`config.mk`:
```
export PLATFORM = sky130hd
export DESIGN_NAME = instr_imm_encoder
export DESIGN_NICKNAME = d
export VERILOG_FILES = /design/src/rtl/imm_enc_pkg.sv /design/src/rtl/imm_range_check.sv /design/src/rtl/instr_imm_encoder.sv
export SDC_FILE = /design/constraint.sdc
export NUM_CORES = 1
export LEC_CHECK = 0
export ABC_AREA = 0
export CAP_MARGIN = 15
export CORE_ASPECT_RATIO = 1.4
export CORE_MARGIN = 2
export CORE_UTILIZATION = 43
export DETAILED_ROUTE_END_ITERATION = 8
export PLACE_DENSITY_LB_ADDON = 0.05
export SYNTH_ARGS = -nofsm -noshare
export SYNTH_HDL_FRONTEND = slang
export SYNTH_HIERARCHICAL = 1
export SYNTH_SLANG_ARGS = --single-unit
```
`constraint.sdc`:
```
create_clock -name clk -period 3.1 [get_ports clk]
set_clock_uncertainty 0.2 [all_clocks]
set_input_delay 0.62 -clock clk [delete_from_list [all_inputs] [get_ports clk]]
set_output_delay 0.62 -clock clk [all_outputs]
set_load 0.01 [all_outputs]
```
`src/rtl/imm_enc_pkg.sv`:
```
// Shared types and field layout for the RV32I immediate encoder.
// The IMM_ENC_BJ_EN build macro is consumed by the files that import this package.
package imm_enc_pkg;

    typedef enum logic [1:0] {
        IMM_I = 2'b00,
        IMM_S = 2'b01,
        IMM_B = 2'b10,
        IMM_J = 2'b11
    } imm_src_e;

    localparam int unsigned OPCODE_LSB = 0;
    localparam int unsigned OPCODE_W   = 7;
    localparam int unsigned RD_LSB     = 7;
    localparam int unsigned RD_W       = 5;
    localparam int unsigned FUNCT3_LSB = 12;
    localparam int unsigned FUNCT3_W   = 3;
    localparam int unsigned RS1_LSB    = 15;
    localparam int unsigned RS1_W      = 5;
    localparam int unsigned RS2_LSB    = 20;
    localparam int unsigned RS2_W      = 5;
    localparam int unsigned IMM_W      = 32;

    typedef struct packed {
        imm_src_e             imm_src;
        logic [OPCODE_W-1:0]  opcode;
        logic [FUNCT3_W-1:0]  funct3;
        logic [RD_W-1:0]      rd;
        logic [RS1_W-1:0]     rs1;
        logic [RS2_W-1:0]     rs2;
        logic [IMM_W-1:0]     imm;
    } imm_req_t;

    // True when value[31:lsb] are all copies of the sign bit.
    function automatic logic upper_uniform(input logic [IMM_W-1:0] value, input int unsigned lsb);
        logic same;
        same = 1'b1;
        for (int unsigned i = 0; i < IMM_W; i++) begin
            if (i >= lsb && value[i] != value[IMM_W-1]) begin
                same = 1'b0;
            end
        end
        return same;
    endfunction

endpackage

```
`src/rtl/imm_range_check.sv`:
```
// Combinational check that an immediate fits its RV32I encoding.
// B/J formats are accepted only when IMM_ENC_BJ_EN is defined.
module imm_range_check
    import imm_enc_pkg::*;
(
    input  imm_src_e          imm_src,
    input  logic [IMM_W-1:0]  imm,
    output logic              fits
);

    logic unused_low;
    assign unused_low = ^imm[10:0];

    always_comb begin
        fits = 1'b0;
        unique case (imm_src)
            IMM_I,
            IMM_S: fits = upper_uniform(imm, 11);
`ifdef IMM_ENC_BJ_EN
            IMM_B: fits = upper_uniform(imm, 12) && !imm[0];
            IMM_J: fits = upper_uniform(imm, 20) && !imm[0];
            default: fits = 1'b0;
`else
            default: fits = 1'b0;
`endif
        endcase
    end

endmodule

```
`src/rtl/instr_imm_encoder.sv`:
```
// Two-stage valid/ready encoder packing opcode, registers and immediate into an RV32I word.
// Define IMM_ENC_BJ_EN to enable B/J encodings; otherwise they yield instr=0 with out_err set.
module instr_imm_encoder
    import imm_enc_pkg::*;
#(
    parameter int unsigned ERR_CNT_W = 8
) (
    input  logic                  clk,
    input  logic                  reset,
    input  logic                  in_valid,
    output logic                  in_ready,
    input  logic [1:0]            imm_src,
    input  logic [6:0]            opcode,
    input  logic [2:0]            funct3,
    input  logic [4:0]            rd,
    input  logic [4:0]            rs1,
    input  logic [4:0]            rs2,
    input  logic [31:0]           imm,
    output logic                  out_valid,
    input  logic                  out_ready,
    output logic [31:0]           instr,
    output logic                  out_err,
    output logic [ERR_CNT_W-1:0]  err_count
);

    imm_req_t    in_req;
    imm_req_t    s1_req;
    logic        s1_valid;
    logic        s1_err;
    logic        s2_valid;
    logic        s1_load;
    logic        s2_load;
    logic        fits;
    logic [31:0] word;
    logic        unused_imm_hi;

    assign in_req = '{
        imm_src: imm_src_e'(imm_src),
        opcode:  opcode,
        funct3:  funct3,
        rd:      rd,
        rs1:     rs1,
        rs2:     rs2,
        imm:     imm
    };

    imm_range_check u_range_check (
        .imm_src (in_req.imm_src),
        .imm     (in_req.imm),
        .fits    (fits)
    );

    assign s2_load   = !s2_valid || out_ready;
    assign s1_load   = !s1_valid || s2_load;
    assign in_ready  = s1_load;
    assign out_valid = s2_valid;

    assign unused_imm_hi = ^s1_req.imm[31:12];

    always_comb begin
        word = '0;
        word[OPCODE_LSB +: OPCODE_W] = s1_req.opcode;
        unique case (s1_req.imm_src)
            IMM_I: begin
                word[RD_LSB +: RD_W]         = s1_req.rd;
                word[FUNCT3_LSB +: FUNCT3_W] = s1_req.funct3;
                word[RS1_LSB +: RS1_W]       = s1_req.rs1;
                word[31:20]                  = s1_req.imm[11:0];
            end
            IMM_S: begin
                word[11:7]                   = s1_req.imm[4:0];
                word[FUNCT3_LSB +: FUNCT3_W] = s1_req.funct3;
                word[RS1_LSB +: RS1_W]       = s1_req.rs1;
                word[RS2_LSB +: RS2_W]       = s1_req.rs2;
                word[31:25]                  = s1_req.imm[11:5];
            end
`ifdef IMM_ENC_BJ_EN
            IMM_B: begin
                word[7]                      = s1_req.imm[11];
                word[11:8]                   = s1_req.imm[4:1];
                word[FUNCT3_LSB +: FUNCT3_W] = s1_req.funct3;
                word[RS1_LSB +: RS1_W]       = s1_req.rs1;
                word[RS2_LSB +: RS2_W]       = s1_req.rs2;
                word[30:25]                  = s1_req.imm[10:5];
                word[31]                     = s1_req.imm[12];
            end
            IMM_J: begin
                word[RD_LSB +: RD_W]         = s1_req.rd;
                word[19:12]                  = s1_req.imm[19:12];
                word[20]                     = s1_req.imm[11];
                word[30:21]                  = s1_req.imm[10:1];
                word[31]                     = s1_req.imm[20];
            end
            default: ;
`else
            default: word = '0;
`endif
        endcase
    end

    always_ff @(posedge clk or posedge reset) begin
        if (reset) begin
            s1_valid <= 1'b0;
            s1_req   <= '0;
            s1_err   <= 1'b0;
        end else if (s1_load) begin
            s1_valid <= in_valid;
            if (in_valid) begin
                s1_req <= in_req;
                s1_err <= !fits;
            end
        end
    end

    // Output word only changes when stage 2 is free to load, so it holds during a stall.
    always_ff @(posedge clk or posedge reset) begin
        if (reset) begin
            s2_valid <= 1'b0;
            instr    <= '0;
            out_err  <= 1'b0;
        end else if (s2_load) begin
            s2_valid <= s1_valid;
            if (s1_valid) begin
                instr   <= word;
                out_err <= s1_err;
            end
        end
    end

    always_ff @(posedge clk or posedge reset) begin
        if (reset) begin
            err_count <= '0;
        end else if (s2_valid && out_ready && out_err && err_count != '1) begin
            err_count <= err_count + ERR_CNT_W'(1);
        end
    end

endmodule

```
Yosys cells after proc, flatten, opt, wreduce, memory -nomap -nowiden

Cells that the tools add are included.

Output and inout bits: 43
Logic and storage cells: 74
Bits in registers: 83
Input port bits: 63

Muxes and demuxes: 23
Add/subtract/negate cells: 1
Reduce and logical (&&, ||, !) cells: 14
Equality and inequality tests: 23

Operators with widths:

| operator              | count |
|---|---|
| $pmux W25 S2          | 1 |
| $mux W1               | 21 |
| $ne A1 B1 Y1          | 20 |
| $add A8 B1 Y8 const B | 1 |
| $ne A8 B8 Y1 const B  | 1 |
| $mux W7               | 1 |
| $eq A2 B1 Y1 const B  | 2 |
| $logic_not A2 Y1      | 2 |
| $reduce_and A2 Y1     | 2 |
| $reduce_or A2 Y1      | 2 |
| $logic_and A1 B1 Y1   | 3 |
| $logic_not A1 Y1      | 3 |
| $logic_or A1 B1 Y1    | 2 |

Depth between registers and ports, before layout

Gate-level depths: netlist of run 1.

Word-level depth: 23
Gate-level depth with buffers: 4
Gate-level depth less buffers: 4

Modules after synthesis

The synthesis of run 1 kept the hierarchy.

By module, submodules not included:

| module            | sequential area each (um^2) | cells an instance | area each (um^2) | times used |
|---|---|---|---|---|
| instr_imm_encoder | 2077.0                      | 247               | 3567.2           | 1 |
| imm_range_check   | 0.0                         | 19                | 118.9            | 1 |

Worst setup path before layout of run 1

Ideal clock, no wire load.

Kind: input to register
From: in out_ready
To: reg s1_req[45] in the netlist's numbering
Stages on the path: 4
Required time: 2775 ps
Slack: 1280 ps
Setup time: 125 ps
Arrival time: 1495 ps
Path buffers: 1
Cell sequence: nand3b_1 > nand2_2 > buf_6 > mux2_2

Longest elaborated chain between the ends: 3

RTL lines:

| item                        | RTL line                 | source |
|---|---|---|
| start, declared             | instr_imm_encoder.sv:20  | `input logic out_ready,` |
| $logic_or A1 B1 Y1          | instr_imm_encoder.sv:53  | `assign s2_load = !s2_valid \|\| out_ready;` |
| $logic_or A1 B1 Y1          | instr_imm_encoder.sv:54  | `assign s1_load = !s1_valid \|\| s2_load;` |
| $reduce_and A2 Y1 (no line) | --                       |  |
| end signal, assigned        | instr_imm_encoder.sv:109 | `s1_req <= in_req;` |
| end, declared               | instr_imm_encoder.sv:27  | `imm_req_t s1_req;` |

No other way between the ends.
A chain may end at the register's enable or synchronous reset.

Worst setup path in the final report of run 1

From: in out_ready
To: out in_ready

Longest elaborated chain between the ends: 2

RTL lines:

| item               | RTL line                | source |
|---|---|---|
| $logic_or A1 B1 Y1 | instr_imm_encoder.sv:53 |  |
| $logic_or A1 B1 Y1 | instr_imm_encoder.sv:54 |  |
| end, declared      | instr_imm_encoder.sv:11 | `output logic in_ready,` |

No other way between the ends.

==> flow_summary.json, run 1 <==
{
  "fp-row-count": 40,
  "whs_endpoint": "s1_req[41]",
  "max_slew.worst_pin.slew_ns": 0.7523,
  "io_buffer_count": 105,
  "chipWidth_um": 82.25,
  "synth.yosys.warnings": 6,
  "setup_violations": 0,
  "cp_max_fanout": 5,
  "detailed_place_hpwl_um": 5139,
  "drive_gt1_frac": 0.2775,
  "grt_start_max_net_pins": 44,
  "layout.nets": 441,
  "rsz0062_at_grt": "no",
  "grt_remaining_overflow": 0,
  "timing.critical_path.to_type": "output pin",
  "synth-seq-cells": 83,
  "report.final.hold_viol_count": 0,
  "syn_avg_cell_area_um2": 13.86,
  "netlist_top_cells_area": "sky130_fd_sc_hd__dfrtp_1, sky130_fd_sc_hd__mux2_2, sky130_fd_sc_hd__mux2i_1, sky130_fd_sc_hd__nor2b_1, sky130_fd_sc_hd__buf_6",
  "top_ports": 106,
  "worst_setup_hold_path_clk_slew_ns": 0.05,
  "drv_cap": 0,
  "chipHeight_um": 113.6,
  "post-place-cells": 471,
  "synth_enable_flop_cells": 0,
  "cts_repair_resize_count": 0,
  "period_utilization": 0.8727,
  "postRouteAntennaNets": 0,
  "cpMaxStageDelayCell": "sky130_fd_sc_hd__clkdlybuf4s50_1",
  "cts_root_buffer_type": "sky130_fd_sc_hd__clkbuf_16",
  "detail_route.drc_violations": 0,
  "global_route_wire_length_before_repair_um": 12000,
  "clock-sinks": 83,
  "hp-start": "s1_req[41]",
  "crit_top_cell": "sky130_fd_sc_hd__clkdlybuf4s50_1",
  "critical_path.max_stage_delay_ns": 0.56,
  "cts_setup_buffers": 0,
  "cts.path.max_buffers": 2,
  "core_region_um2": 8458,
  "routed_wire_length_per_instance_um": 15.14,
  "synth.most_common_cell": "sky130_fd_sc_hd__dfrtp_1",
  "synth_largest_area_cell": "sky130_fd_sc_hd__dfrtp_1",
  "p_leak_nw": 2.225,
  "floorplan.die_area_um2": 9339,
  "r2r_end": "err_count[1]",
  "worst_ep_arrival_time_ns": 1.89,
  "dominantRegCellSynth": "sky130_fd_sc_hd__dfrtp_1",
  "synth_async_sr_flop_share": 1.000,
  "max_clock_freq_ghz": 0.3696,
  "synth_top_cells_by_count": "sky130_fd_sc_hd__dfrtp_1, sky130_fd_sc_hd__mux2_2, sky130_fd_sc_hd__nor2b_1, sky130_fd_sc_hd__nor2_1, sky130_fd_sc_hd__mux2i_1",
  "num_antenna_cells": 0,
  "gp_weighted_congestion": 0.7691,
  "final_max_slew_viol_count": 0,
  "firstDrtPassIters": 4,
  "power_dens_cells_nw_per_um2": 685.0,
  "clock_tree_from_tritoncts": "built",
  "status": "complete, no violations",
  "timing.critical_path.from_type": "input port",
  "critical_path.reg2reg.startpoint": "err_count[0]",
  "slew_headroom": 0.4979,
  "timing.setup.critical_path_class": "in -> out",
  "cts.htree.levels": 3,
  "fillCellCount": 682,
  "stdcell_count": 487,
  "cts_buffers": 9,
  "detailed_route_vias_per_instance": 5.129,
  "cp_cell_sequence": "clkdlybuf4s50_1 -> nand3b_1 -> clkdlybuf4s50_1",
  "final.hold.worst_slack_ns": 0.2954,
  "syn-instance-count": 266,
  "hold_buffers": 0,
  "final_critical_path_setup_slack_ns": 0.3945,
  "synth_seq_area_share": 0.5635,
  "drt_iter0_markers": 53,
  "hold_class": "reg -> reg",
  "seqCellArea_um2": 2077,
  "synth_top_area_frac": 0.5635,
  "worst_r2r_path_depth": 4,
  "irDropWorstVdd_mv": 0.3851,
  "period_needed_ns": 2.705,
  "worst-r2r-setup-slack_ns": 1.20,
  "cp.required_ns": 2.28,
  "start_util": 0.4358,
  "drt_wl_total_um": 7372,
  "flow.area_growth_from_synthesis_pct": 41.21,
  "synth_area_um2": 3686,
  "syn-num-nets": 330,
  "routed-via-count": 2498,
  "yosysUniqueCellTypes": 36,
  "antenna_found_initial": 0,
  "number_of_global_route_vias_before_repair": 2567,
  "final.setup.tns_ns": 0,
  "hold-path-cell-count": 1,
  "clock_insertion_delay_worst_skew_ns": 0.32,
  "post-place-ws_ns": 0.4053,
  "track_usage": 0.1681,
  "multi_input_comb_area_um2": 1503
}
==> routing by layer <==
layer,global-route usage,vias up,share of wire
li1,-,1173,-
met1,0.2001,1253,0.42
met2,0.2812,61,0.51
met3,0.03877,11,0.049
met4,0.08000,0,0.019
met5,0,-,0
==> how the worst max path moves through the flow <==
stage / startpoint / endpoint / depth (start not counted)
after floorplan: reset / err_count[0] / 1
final: out_ready / in_ready / 3
after global routing: out_ready / in_ready / 3
after CTS: out_ready / in_ready / 3
after detailed placement: out_ready / in_ready / 3
after global placement: out_ready / in_ready / 3
==> logic make-up after synthesis <==
| kind of cell | after synthesis | synth area share |
|---|---|---|
| multiplexers | 87 | 0.2627 |
| adder cells (fa/ha/maj) | 1 | 0.003394 |
| XOR/XNOR | 2 | 0.004753 |
| buffers and inverters | 14 | 0.02885 |
| AND/OR/NAND/NOR | 70 | 0.1137 |
| AO/OA/AOI/OAI | 9 | 0.02308 |
| flip-flops | 83 | 0.5635 |
==> per-stage QoR <==
step / power [mW] / cell area, um2 / util
after floorplan: 1.934 / 3686 / -
after CTS: 3.625 / 5205 / 0.6154
after global placement: 2.392 / 4857 / 0.5743
final: 3.565 / 5205 / 0.6154
after detailed placement: 2.415 / 4857 / 0.5743
after global routing: 3.766 / 5205 / 0.6154
==> worst max-delay path: cells and delay by family <==
family | cells | cell delay (ns)
buffers and inverters | 2 | 1.08
AND/OR/NAND/NOR | 1 | 0.19
==> layout make-up <==
type                       count  share of cell area
clock buffer                  13             0.05385
multi-input combinational    169              0.2887
clock inverter                 3             0.01298
sequential                    83              0.3990
inverter                       3            0.002404
tap                          105             0.02524
timing repair buffer         111              0.2178
==> state kept, by name (all words and copies together) (netlist names) <==
name,count
s1_req,39
err_count,8
out_valid,1
instr,32
out_err,1
s1_valid,1
s1_err,1
==> power by group <==
| part | internal, mW | leakage [nW] | switching, mW |
|---|---|---|---|
| clock network | 0.793 | 0.168 | 0.394 |
| logic | 0.576 | 1.06 | 0.331 |
| registers | 1.30 | 1.00 | 0.169 |
| total | 2.67 | 2.22 | 0.894 |
==> cells in the final DEF (no fill, tap or decap), types with 2 or more instances in the layout <==
cell / n
sky130_fd_sc_hd__dfrtp_1: 83
sky130_fd_sc_hd__mux2i_1: 12
sky130_fd_sc_hd__and2b_1: 8
sky130_fd_sc_hd__nor2b_1: 14
sky130_fd_sc_hd__nor4_1: 4
sky130_fd_sc_hd__nor2_1: 13
sky130_fd_sc_hd__buf_12: 3
sky130_fd_sc_hd__buf_4: 3
sky130_fd_sc_hd__nand2_1: 3
sky130_fd_sc_hd__o21ai_0: 2
sky130_fd_sc_hd__clkdlybuf4s50_1: 105
sky130_fd_sc_hd__nand3_1: 5
sky130_fd_sc_hd__nand2_2: 2
sky130_fd_sc_hd__bufinv_16: 2
sky130_fd_sc_hd__nand4_1: 8
sky130_fd_sc_hd__clkbuf_16: 9
sky130_fd_sc_hd__inv_1: 2
sky130_fd_sc_hd__clkbuf_8: 4
sky130_fd_sc_hd__mux2_2: 74
sky130_fd_sc_hd__nor3_1: 2
sky130_fd_sc_hd__nand2b_1: 4
(Power assumes the default switching activity.)
==> run 2, diff against run 1 <==
Settings changed: ABC_AREA 0 to not set, CORE_UTILIZATION 43 to 40.
==> flow_summary.json, run 2 (synthesis results as in run 1) <==
{
  "leading_cell_type_in_the_layout_fill_and_taps_excluded": "sky130_fd_sc_hd__clkdlybuf4s50_1",
  "detailed_place.area_um2": 4852,
  "irDropWorstVdd_mv": 0.3740,
  "detailed_route_vias_per_instance": 5.144,
  "clock_insertion_delay_worst_skew_ns": 0.33,
  "switching_power_mw": 0.9071,
  "max_clock_freq_ghz": 0.3724,
  "cp_max_fanout": 5,
  "hold_class": "reg -> reg",
  "top_ports": 106,
  "chipWidth_um": 85.13,
  "fillCellCount": 784,
  "power_dens_cells_nw_per_um2": 687.7,
  "period_utilization": 0.8661,
  "p_leak_nw": 2.210,
  "setup_violations": 0,
  "routed-via-count": 2505,
  "max_slew.worst_pin.slew_ns": 0.6856,
  "hp-start": "s1_req[50]",
  "num_antenna_cells": 0,
  "highest_layer": "met4",
  "timing.critical_path.from_type": "input port",
  "final.setup.tns_ns": 0,
  "critical_path.max_stage_delay_ns": 0.56,
  "critical_path.reg2reg.startpoint": "err_count[0]",
  "power_report.internal_total_mw": 2.658,
  "layout.nets": 440,
  "timing.critical_path.buf_inv": 2,
  "grt_remaining_overflow": 0,
  "period_needed_ns": 2.685,
  "layout.cell_area.non_filler_um2": 5184,
  "cpMaxStageDelayCell": "sky130_fd_sc_hd__clkdlybuf4s50_1",
  "cts_root_buffer_type": "sky130_fd_sc_hd__clkbuf_16",
  "drt_iter0_markers": 82,
  "drt_wl_total_um": 7583,
  "fp-row-count": 41,
  "cts.path.max_buffers": 2,
  "floorplan.die_area_um2": 10010,
  "core_region_um2": 8977,
  "crit_top_cell": "sky130_fd_sc_hd__clkdlybuf4s50_1",
  "antenna_found_initial": 0,
  "cp_top_family": "buffers and inverters",
  "worst_setup_hold_path_clk_slew_ns": 0.06,
  "hold_buffers": 0,
  "io_buffer_count": 105,
  "cp_cell_sequence": "clkdlybuf4s50_1 -> nand3b_1 -> clkdlybuf4s50_1",
  "cts_buffers": 9,
  "grt_start_max_net_pins": 41,
  "clock_share_of_power": 0.332,
  "report.final.hold_viol_count": 0,
  "register_with_the_most_flip_flops": "s1_req",
  "stdcell_count": 487,
  "most-common-layout-cells": "sky130_fd_sc_hd__clkdlybuf4s50_1, sky130_fd_sc_hd__dfrtp_1, sky130_fd_sc_hd__mux2_2",
  "number_of_global_route_vias_before_repair": 2680,
  "cts.htree.levels": 3,
  "track_usage": 0.1617,
  "p_seq_frac": 0.415,
  "detail_route.drc_violations": 0,
  "clock-sinks": 83,
  "final_critical_path_setup_slack_ns": 0.4150,
  "slew_headroom": 0.5430,
  "chipHeight_um": 117.6,
  "met2_length_um": 3924,
  "detailed_place_hpwl_um": 5207,
  "clock_tree_from_tritoncts": "built",
  "timing.setup.critical_path_class": "in -> out",
  "final.hold.worst_slack_ns": 0.2955,
  "post-place-ws_ns": 0.4176,
  "final_max_slew_viol_count": 0,
  "status": "complete, no violations",
  "postRouteAntennaNets": 0,
  "cts_repair_resize_count": 0,
  "firstDrtPassIters": 4,
  "netSwitchingFraction": 0.2544,
  "rsz0062_at_grt": "no",
  "gp_weighted_congestion": 0.7814,
  "post-place-cells": 472,
  "drv_cap": 0,
  "wl_met1_um": 3083,
  "global_route_wire_length_before_repair_um": 12950,
  "drive_gt1_frac": 0.2711,
  "startpoint": "out_ready",
  "timing.critical_path.to_type": "output pin",
  "flow.area_growth_from_synthesis_pct": 40.63,
  "start_util": 0.4106,
  "cts_setup_buffers": 0,
  "worst-r2r-setup-slack_ns": 1.17,
  "met3WireLength_um": 430,
  "comb_power_share": 0.254,
  "worst_ep_arrival_time_ns": 1.87,
  "largest_register_ff_count": 39,
  "cp.required_ns": 2.28,
  "routed_wire_length_per_instance_um": 15.57,
  "reg.largest.list": "s1_req x39, instr x32, err_count x8"
}
-- run 2: cell types whose count changed in the layout (fill, tap and decap cells not counted), sizes merged --
cell	before	now
bufinv	2	3
clkinv	1	2
clkbuf	13	10
buf	6	5
-- run 2: metrics by stage --
stage / util / power (mW)
2_1_floorplan: - / 1.934
3_3_place_gp: 0.5405 / 2.400
3_5_place_dp: 0.5405 / 2.420
4_1_cts: 0.5774 / 3.622
5_1_grt: 0.5774 / 3.755
6_report: 0.5774 / 3.565
-- run 2: worst paths after layout --
kind | end | cells after the start
max | in_ready | 3
min | s1_req[50] | 1
max reg2reg | err_count[1] | 4
min reg2reg | s1_req[50] | 1
max in group asynchronous | instr[16] | 3
min in group asynchronous | s1_req[51] | 2
-- run 2: worst register-to-register path: cells and delay by family (launching register included) --
kind / cells / cell delay (ns)
flops: 1 / 0.44
mux: 1 / 0.38
fa+ha+maj: 1 / 0.34
compound gates: 1 / 0.32
simple gates: 1 / 0.14
-- run 2: metal layers --
layer  up-vias  track usage
li1       1166            -
met1      1260       0.1897
met2        66       0.2754
met3        13      0.04698
met4         0      0.06250
met5         -            0
-- run 2: area by class of cell --
class	count	area [um2]	share of cell area
sequential	83	2077	0.4007
multi-input combinational	169	1503	0.2899
tap	107	133.9	0.02583
inverter	3	12.51	0.002414
timing repair buffer	110	1126	0.2172
clock inverter	5	102.6	0.01979
clock buffer	10	229.0	0.04417
-- run 2: power groups by stage --
stage	clock [mW]	combinational [mW]	sequential, mW
floorplan	0	0.418	1.52
global placement	0	0.908	1.49
detailed placement	0	0.922	1.50
CTS	1.22	0.924	1.48
global route	1.26	0.982	1.51
finish	1.18	0.904	1.48
==> run 3, diff against run 2 <==
Settings changed: SKIP_CTS_REPAIR_TIMING set to 1.
==> results of run 3 <==
Final layout, timing and power as in run 2 (identical DEF).
